===== config.mk =====
export PLATFORM = sky130hd
export DESIGN_NAME = clkmux_select_ctrl
export DESIGN_NICKNAME = d
export VERILOG_FILES = /design/src/rtl/clkmux_select_ctrl.sv
export SDC_FILE = /design/constraint.sdc
export NUM_CORES = 1
export LEC_CHECK = 0
export BUFFER_PORTS_ARGS = -buffer_cell sky130_fd_sc_hd__buf_2
export CAP_MARGIN = 10
export CORE_MARGIN = 3
export CORE_UTILIZATION = 55
export CTS_BUF_LIST = sky130_fd_sc_hd__clkbuf_2 sky130_fd_sc_hd__clkbuf_4 sky130_fd_sc_hd__clkbuf_8
export DETAILED_ROUTE_END_ITERATION = 10
export PLACE_DENSITY = 0.89
export SYNTH_ARGS = -nofsm -noshare
export SYNTH_HDL_FRONTEND = slang
export SYNTH_SLANG_ARGS = --single-unit

===== constraint.sdc =====
create_clock -name aclk -period 1.8 [get_ports aclk]
set_input_delay 0.54 -clock aclk [delete_from_list [all_inputs] [get_ports aclk]]
set_output_delay 0.54 -clock aclk [all_outputs]
set_load 0.01 [all_outputs]

===== src/rtl/clkmux_select_ctrl.sv =====
//==============================================================================
// Module   : clkmux_select_ctrl
// Purpose  : Drives the glitch-free clock mux select, waits out the settle
//            window, then proves the muxed clock alive via a heartbeat.
// Revision : 1.0 - initial release
//==============================================================================
`default_nettype none

module clkmux_select_ctrl #(
    parameter int SETTLE_CYCLES  = 16,
    parameter int HB_EDGES       = 4,
    parameter int TIMEOUT_CYCLES = 1024,
    parameter int SYNC_STAGES    = 2,
    parameter bit RESET_SEL      = 1'b0
) (
    input  logic aclk,
    input  logic areset,
    input  logic req_valid,
    input  logic req_sel,
    output logic req_ready,
    output logic selection,
    output logic cur_sel,
    input  logic hb_toggle,
    output logic switching,
    output logic locked,
    output logic done_pulse,
    output logic error_pulse
);

    localparam int c_settle_w = $clog2(SETTLE_CYCLES + 1);
    localparam int c_edge_w   = $clog2(HB_EDGES + 1);
    localparam int c_tmo_w    = $clog2(TIMEOUT_CYCLES);

    localparam logic [c_settle_w-1:0] c_settle_last = c_settle_w'(SETTLE_CYCLES - 1);
    localparam logic [c_edge_w-1:0]   c_edge_goal   = c_edge_w'(HB_EDGES);
    localparam logic [c_tmo_w-1:0]    c_tmo_last    = c_tmo_w'(TIMEOUT_CYCLES - 1);

    typedef enum logic [1:0] {
        S_IDLE   = 2'd0,
        S_SETTLE = 2'd1,
        S_VERIFY = 2'd2
    } state_t;

    state_t                  state_q, state_d;
    logic [SYNC_STAGES-1:0]  sync_q;
    logic                    edge_q;
    logic [c_settle_w-1:0]   settle_q, settle_d;
    logic [c_edge_w-1:0]     edges_q, edges_d;
    logic [c_tmo_w-1:0]      tmo_q, tmo_d;
    logic                    sel_q, sel_d;
    logic                    cur_q, cur_d;
    logic                    locked_q, locked_d;
    logic                    done_q, done_d;
    logic                    err_q, err_d;

    logic                    w_hb_edge;
    logic                    w_accept;
    logic [c_edge_w-1:0]     w_edges_inc;
    logic [c_tmo_w-1:0]      w_tmo_inc;

    // Either heartbeat transition counts, so a divided muxed clock still works.
    assign w_hb_edge   = sync_q[SYNC_STAGES-1] ^ edge_q;
    assign w_accept    = req_valid && (state_q == S_IDLE);
    assign w_edges_inc = edges_q + c_edge_w'(w_hb_edge);
    assign w_tmo_inc   = tmo_q + c_tmo_w'(1);

    always_ff @(posedge aclk) begin
        if (areset) begin
            state_q  <= S_VERIFY;
            sync_q   <= '0;
            edge_q   <= 1'b0;
            settle_q <= '0;
            edges_q  <= '0;
            tmo_q    <= '0;
            sel_q    <= RESET_SEL;
            cur_q    <= RESET_SEL;
            locked_q <= 1'b0;
            done_q   <= 1'b0;
            err_q    <= 1'b0;
        end else begin
            state_q  <= state_d;
            sync_q   <= {sync_q[SYNC_STAGES-2:0], hb_toggle};
            edge_q   <= sync_q[SYNC_STAGES-1];
            settle_q <= settle_d;
            edges_q  <= edges_d;
            tmo_q    <= tmo_d;
            sel_q    <= sel_d;
            cur_q    <= cur_d;
            locked_q <= locked_d;
            done_q   <= done_d;
            err_q    <= err_d;
        end
    end

    always_comb begin
        state_d  = state_q;
        settle_d = settle_q;
        edges_d  = edges_q;
        tmo_d    = tmo_q;
        sel_d    = sel_q;
        cur_d    = cur_q;
        locked_d = locked_q;
        done_d   = 1'b0;
        err_d    = 1'b0;

        case (state_q)
            S_IDLE: begin
                if (w_accept) begin
                    // Already running on a verified clock: acknowledge without touching the mux.
                    if ((req_sel == cur_q) && locked_q) begin
                        done_d = 1'b1;
                    end else begin
                        sel_d    = req_sel;
                        locked_d = 1'b0;
                        settle_d = '0;
                        state_d  = S_SETTLE;
                    end
                end
            end
            S_SETTLE: begin
                if (settle_q == c_settle_last) begin
                    edges_d = '0;
                    tmo_d   = '0;
                    state_d = S_VERIFY;
                end else begin
                    settle_d = settle_q + c_settle_w'(1);
                end
            end
            S_VERIFY: begin
                tmo_d   = w_tmo_inc;
                edges_d = w_edges_inc;
                if (w_edges_inc == c_edge_goal) begin
                    locked_d = 1'b1;
                    cur_d    = sel_q;
                    done_d   = 1'b1;
                    state_d  = S_IDLE;
                end else if (w_tmo_inc == c_tmo_last) begin
                    locked_d = 1'b0;
                    cur_d    = sel_q;
                    err_d    = 1'b1;
                    state_d  = S_IDLE;
                end
            end
            default: begin
                state_d = S_IDLE;
            end
        endcase
    end

    assign req_ready   = (state_q == S_IDLE);
    assign switching   = (state_q != S_IDLE);
    assign selection   = sel_q;
    assign cur_sel     = cur_q;
    assign locked      = locked_q;
    assign done_pulse  = done_q;
    assign error_pulse = err_q;

endmodule

`default_nettype wire


---- After elaboration in Yosys (flattened, before gate mapping) ----
Index checks and enable logic that the tools add are counted.
word-level totals
  register bits after elaboration ......... 28
  latch bits .............................. 0
  bits in writable memories ............... 0
  memory bits (read-only) ................. 0
  bits of input ports ..................... 5
  logic and storage cells ................. 69
  memories ................................ 0
cells by class
  $add $sub $neg .......................... 3
  $mul .................................... 0
  divide/modulo/power cells ............... 0
  magnitude comparators ................... 0
  eq/ne operators ......................... 11
  shifts and indexed selects .............. 0
  muxes and demuxes ....................... 26
  bitwise gates (word level) .............. 3
  reduce and logical (&&, ||, !) cells .... 15
operators by type and width
  cell                     count
  $pmux W10 S2             1
  $mux W5                  3
  $reduce_and A4 Y1        3
  $add A10 B1 Y10 const B  1
  $eq A10 B10 Y1 const B   1
  $mux W1                  10
  $mux W10                 1
  $mux W2                  5
  $pmux W5 S2              1
  $reduce_bool A2 Y1       5
  $ne A2 B2 Y1 const B     3
  $pmux W2 S3              1
  $pmux W3 S2              1
  $add A5 B1 Y5 const B    1
  $eq A5 B4 Y1 const B     1
  $pmux W1 S2              2
  $reduce_and A2 Y1        2
  $add A3 B1 Y3            1
  $eq A3 B3 Y1 const B     1
  $mux W3                  1
  $ne A3 B3 Y1 const B     1
  $reduce_and A3 Y1        1
  $reduce_or A3 Y1         1
  $eq A2 B1 Y1 const B     1
  7 further kinds          9

---- Longest topological paths before layout ----
  depth after elaboration ................. 5
  depth in mapped cells ................... 8

---- Worst setup path after synthesis ----
OpenSTA, ideal clock, no wires.
  path type ............................... register to register
  start point ............................. register edge_q
  end point ............................... register cur_q (netlist: cur_sel)
  library setup time ...................... 0.121 ns
  data arrival time ....................... 1.610 ns
  required time ........................... 1.679 ns
  path slack .............................. 0.070 ns
  stages on the path, launching flop included .. 8
  buffers on the path ..................... 0
  period minus slack after synthesis ...... 1.730 ns
  path through ............................ dfxtp_1 xor2_1 ha_1 ha_1 nor3_2 a311o_1 o211ai_2 mux2i_1
between the ends
  longest elaborated chain between the ends .. 5
ends and longest elaborated chain
  what                          RTL line  source
  start, declared               46        logic edge_q;
  start signal, assigned        83        edge_q <= sync_q[SYNC_STAGES-1];
  $xor A1 B1 Y1 (*)             62        assign w_hb_edge = sync_q[SYNC_STAGES-1] ^ edge_q;
  $add A3 B1 Y3 (*)             64        assign w_edges_inc = edges_q + c_edge_w'(w_hb_edge);
  $eq A3 B3 Y1 (*)              132       if (w_edges_inc == c_edge_goal) begin
  $reduce_bool A2 Y1 (no line)  n/a
  $reduce_and A2 Y1 (no line)   n/a
  end signal, assigned          88        cur_q <= cur_d;
  end, declared                 51        logic cur_q, cur_d;
Mark *: on every way between the ends. The rest lies on a longest branch, timed or not.
A chain may end at the register's enable or synchronous reset.

---- Worst setup path in the final report ----
  start point ............................. register state_q[1]
  end point ............................... output port req_ready
between the ends
  longest elaborated chain between the ends .. 1
ends and longest elaborated chain
  what                    RTL line  source
  start, declared         44        state_t state_q, state_d;
  start signal, assigned  81        state_q <= state_d;
  $logic_not A2 Y1        150       assign req_ready = (state_q == S_IDLE);
  end, declared           20        output logic req_ready,
No other way between the ends.

==> impl_metrics.toml <==
[synthesis]
synth-xor-area-share_pct = 5.65
yosysTopAreaCellShare_pct = 36.2
synth_top_family_by_area = "simple AND/OR/NAND/NOR gates"
yosysMostFrequentCell = "dfxtp_1"
syn_nets = 191
synth.area.mux_share_pct = 1.29
synthAdderAreaFrac_pct = 4.85
synth_cell_types = 45
synthSimpleGateAreaFrac_pct = 25.4
seq_area_frac_synth_pct = 36.2
ys.flop_type = "dfxtp_1"
synth_area_sq_um = 1550
ys_ff_latch = 28
syn_area_per_cell_sq_um = 8.61
synth-async-reset-ratio_pct = 0
yosysTopAreaCell = "dfxtp_1"
synthTopCellsByArea = "dfxtp_1 (36%), ha_1 (4.8%), nor2_1 (4.8%)"
yosys_warnings = 0
synth_top_cells_by_count = "dfxtp_1 (28), nor2_1 (20), nand2_1 (14)"
synth_edf_count = 0
synth-compound-area-share_pct = 20.5
synthCells = 180

[route]
totalWireLength_um = 4100
ant_nets = 0
avgViaCountPerCell = 6.50
drtIter0Drc = 90
drt-pass1-iter-count = 4
route.vias.total = 1494
drc_errors = 0
wl_per_cell_um = 17.8

[place]
post-dp-hpwl_um = 2430
place_inst = 218
place_congestion = 0.834
port_buffers = 11

[worst_setup_path]
cp-end-kind = "output pin"
cp_slowest_stage_delay_ns = 0.39
crit_path_max_fanout = 7
critical-path-top-delay-family = "flip-flops"
worstPathRequired_ns = 1.26
worst-path-buf-inv = 2
path_cells = "or2_2 > inv_1 > buf_2"
r2r_start = "tmo_q[5]"
cp.arrival_ns = 1.25
worstSetupStartpointType = "flop"
slowest_stage = "dfxtp_2"
startpoint = "state_q[1]"
worstSetupPathType = "reg2out"

[cts]
clock-sinks = 28
path_clk_slew_ns = 0.15
cts-root-buf = "clkbuf_4"
cts_hold_buf = 0
numCtsBuffers = 3
insertion_delay_ns = 0.35
tritoncts = "done"
cts_max_level = 1
cts_buffer_depth = 2

[finish]
layout.nets = 212
final_cells = 230
area_growth_pct = 23.3
fillerInstances = 173
diodes = 0
drive_above_1_share_pct = 30.0

[hold_path]
hold_start = "hb_toggle"
hp-class = "in2reg"

[floorplanning]
dieArea_sq_um = 3490
coreArea_sq_um = 2570
die_width_um = 59.1
die_y_um = 59.1
rows = 18
initial_core_util_pct = 60.3
io_pins = 12

[global_route]
antenna_found_initial = 0
grt_pass1_wl_um = 6200
grt.overflow.total = 0
grt_pass1_vias = 1421
grt_max_degree = 30
track_usage_pct = 22.9

[sta]
hold_viol = 0
rsz0062_at_grt = "true"
finalClockSkew_ns = 0.00343
worst_pin_slew_ns = 0.558
finalSetupViolCount = 0
max_freq_mhz = 558
maxSlewHeadroom_pct = 62.8
min_period_ns = 1.79
fin_crit_sh_pct = 99.6
slew_viol_final = 0

[power]
power_density_nw_per_um2 = 611
p_leak_nw = 0.758
ir_drop_v = 0.000731
finalPower_mw = 1.17

[status]
status = "completed"

[job]
cap_violations = 0
## layout make-up
type / instances / area, sq um / share of cell area [%]
clock buffers: 3 / 22.5 / 1.18
clock inverters: 1 / 30.0 / 1.57
inverters: 6 / 22.5 / 1.18
multi-input cells: 134 / 1010 / 52.7
flip-flops and latches: 28 / 567 / 29.7
well taps: 30 / 37.5 / 1.97
repair buffers: 28 / 224 / 11.7
## flip-flops by register name, summed over array words and instances (netlist names)
register and flops:
cur_sel 1, done_pulse 1, edge_q 1, edges_q 3, error_pulse 1, locked 1
selection 1, settle_q 5, state_q 2, sync_q 2, tmo_q 10
## layout by cell type, fill, tap and decap left out, types with 3 or more instances in the layout
cell and count:
nor3_1 6, inv_1 6, nor2b_1 4, nor2_1 19, nand2b_1 4, a21oi_1 11
nand4_1 4, a311o_1 3, ha_4 3, dfxtp_2 5, o21a_1 3, a2111oi_2 3
nand3_1 8, clkbuf_4 3, buf_2 11, xnor2_1 5, buf_4 14, xor2_1 4
nand2_1 14, dfxtp_1 23
## worst paths after layout
kind / slack (ns) / cells past startpoint / to
worst min-delay path: 0.43 / 2 / sync_q[0]
worst min register to register: 0.46 / 1 / sync_q[1]
worst max register to register: 0.04 / 5 / locked
worst max-delay path: 0.008 / 3 / req_ready
## power by group
group	switching [mW]	internal [mW]
combinational	0.0517	0.0398
clock	0.202	0.226
sequential	0.0136	0.633
total	0.267	0.898
## timing repair
item | 4_1_cts | 5_1_grt
pin swaps | 1 | 6
endpoints found under the setup margin | 3 | 12
gates cloned | 1 | 0
gates resized for setup | 8 | 21
buffers inserted | 3 | 4
## per-stage QoR
step / hold slack [ns] / setup slack (ns) / utilization [%] / area, sq um / setup TNS, ns
3_5_place_dp: 0.441 / -0.0389 / 64.3 / 1650 / -0.0723
3_3_place_gp: 0.419 / 0.0878 / 64.3 / 1650 / 0
6_report: 0.425 / 0.00755 / 74.4 / 1910 / 0
5_1_grt: 0.434 / -0.0435 / 74.4 / 1910 / -0.141
2_1_floorplan: 0.414 / 0.0696 / - / 1550 / 0
4_1_cts: 0.438 / 0.00106 / 69.3 / 1780 / 0
## cells by family after synthesis
family,after synthesis
AOI/OAI and AO/OA,41
adders and majority gates,6
DFF,28
and+or+nand+nor,75
muxes,2
xor gates and xnor gates,10
buffers and inverters,18
## layer usage
layer	up-vias	share of wire (%)	GRT usage [%]
met5	-	0	0
li1	687	-	-
met2	66	52	40.5
met1	720	38	26.8
met4	0	4.2	10.7
met3	21	5.7	3.70
Power figures use the tool's default switching activity.
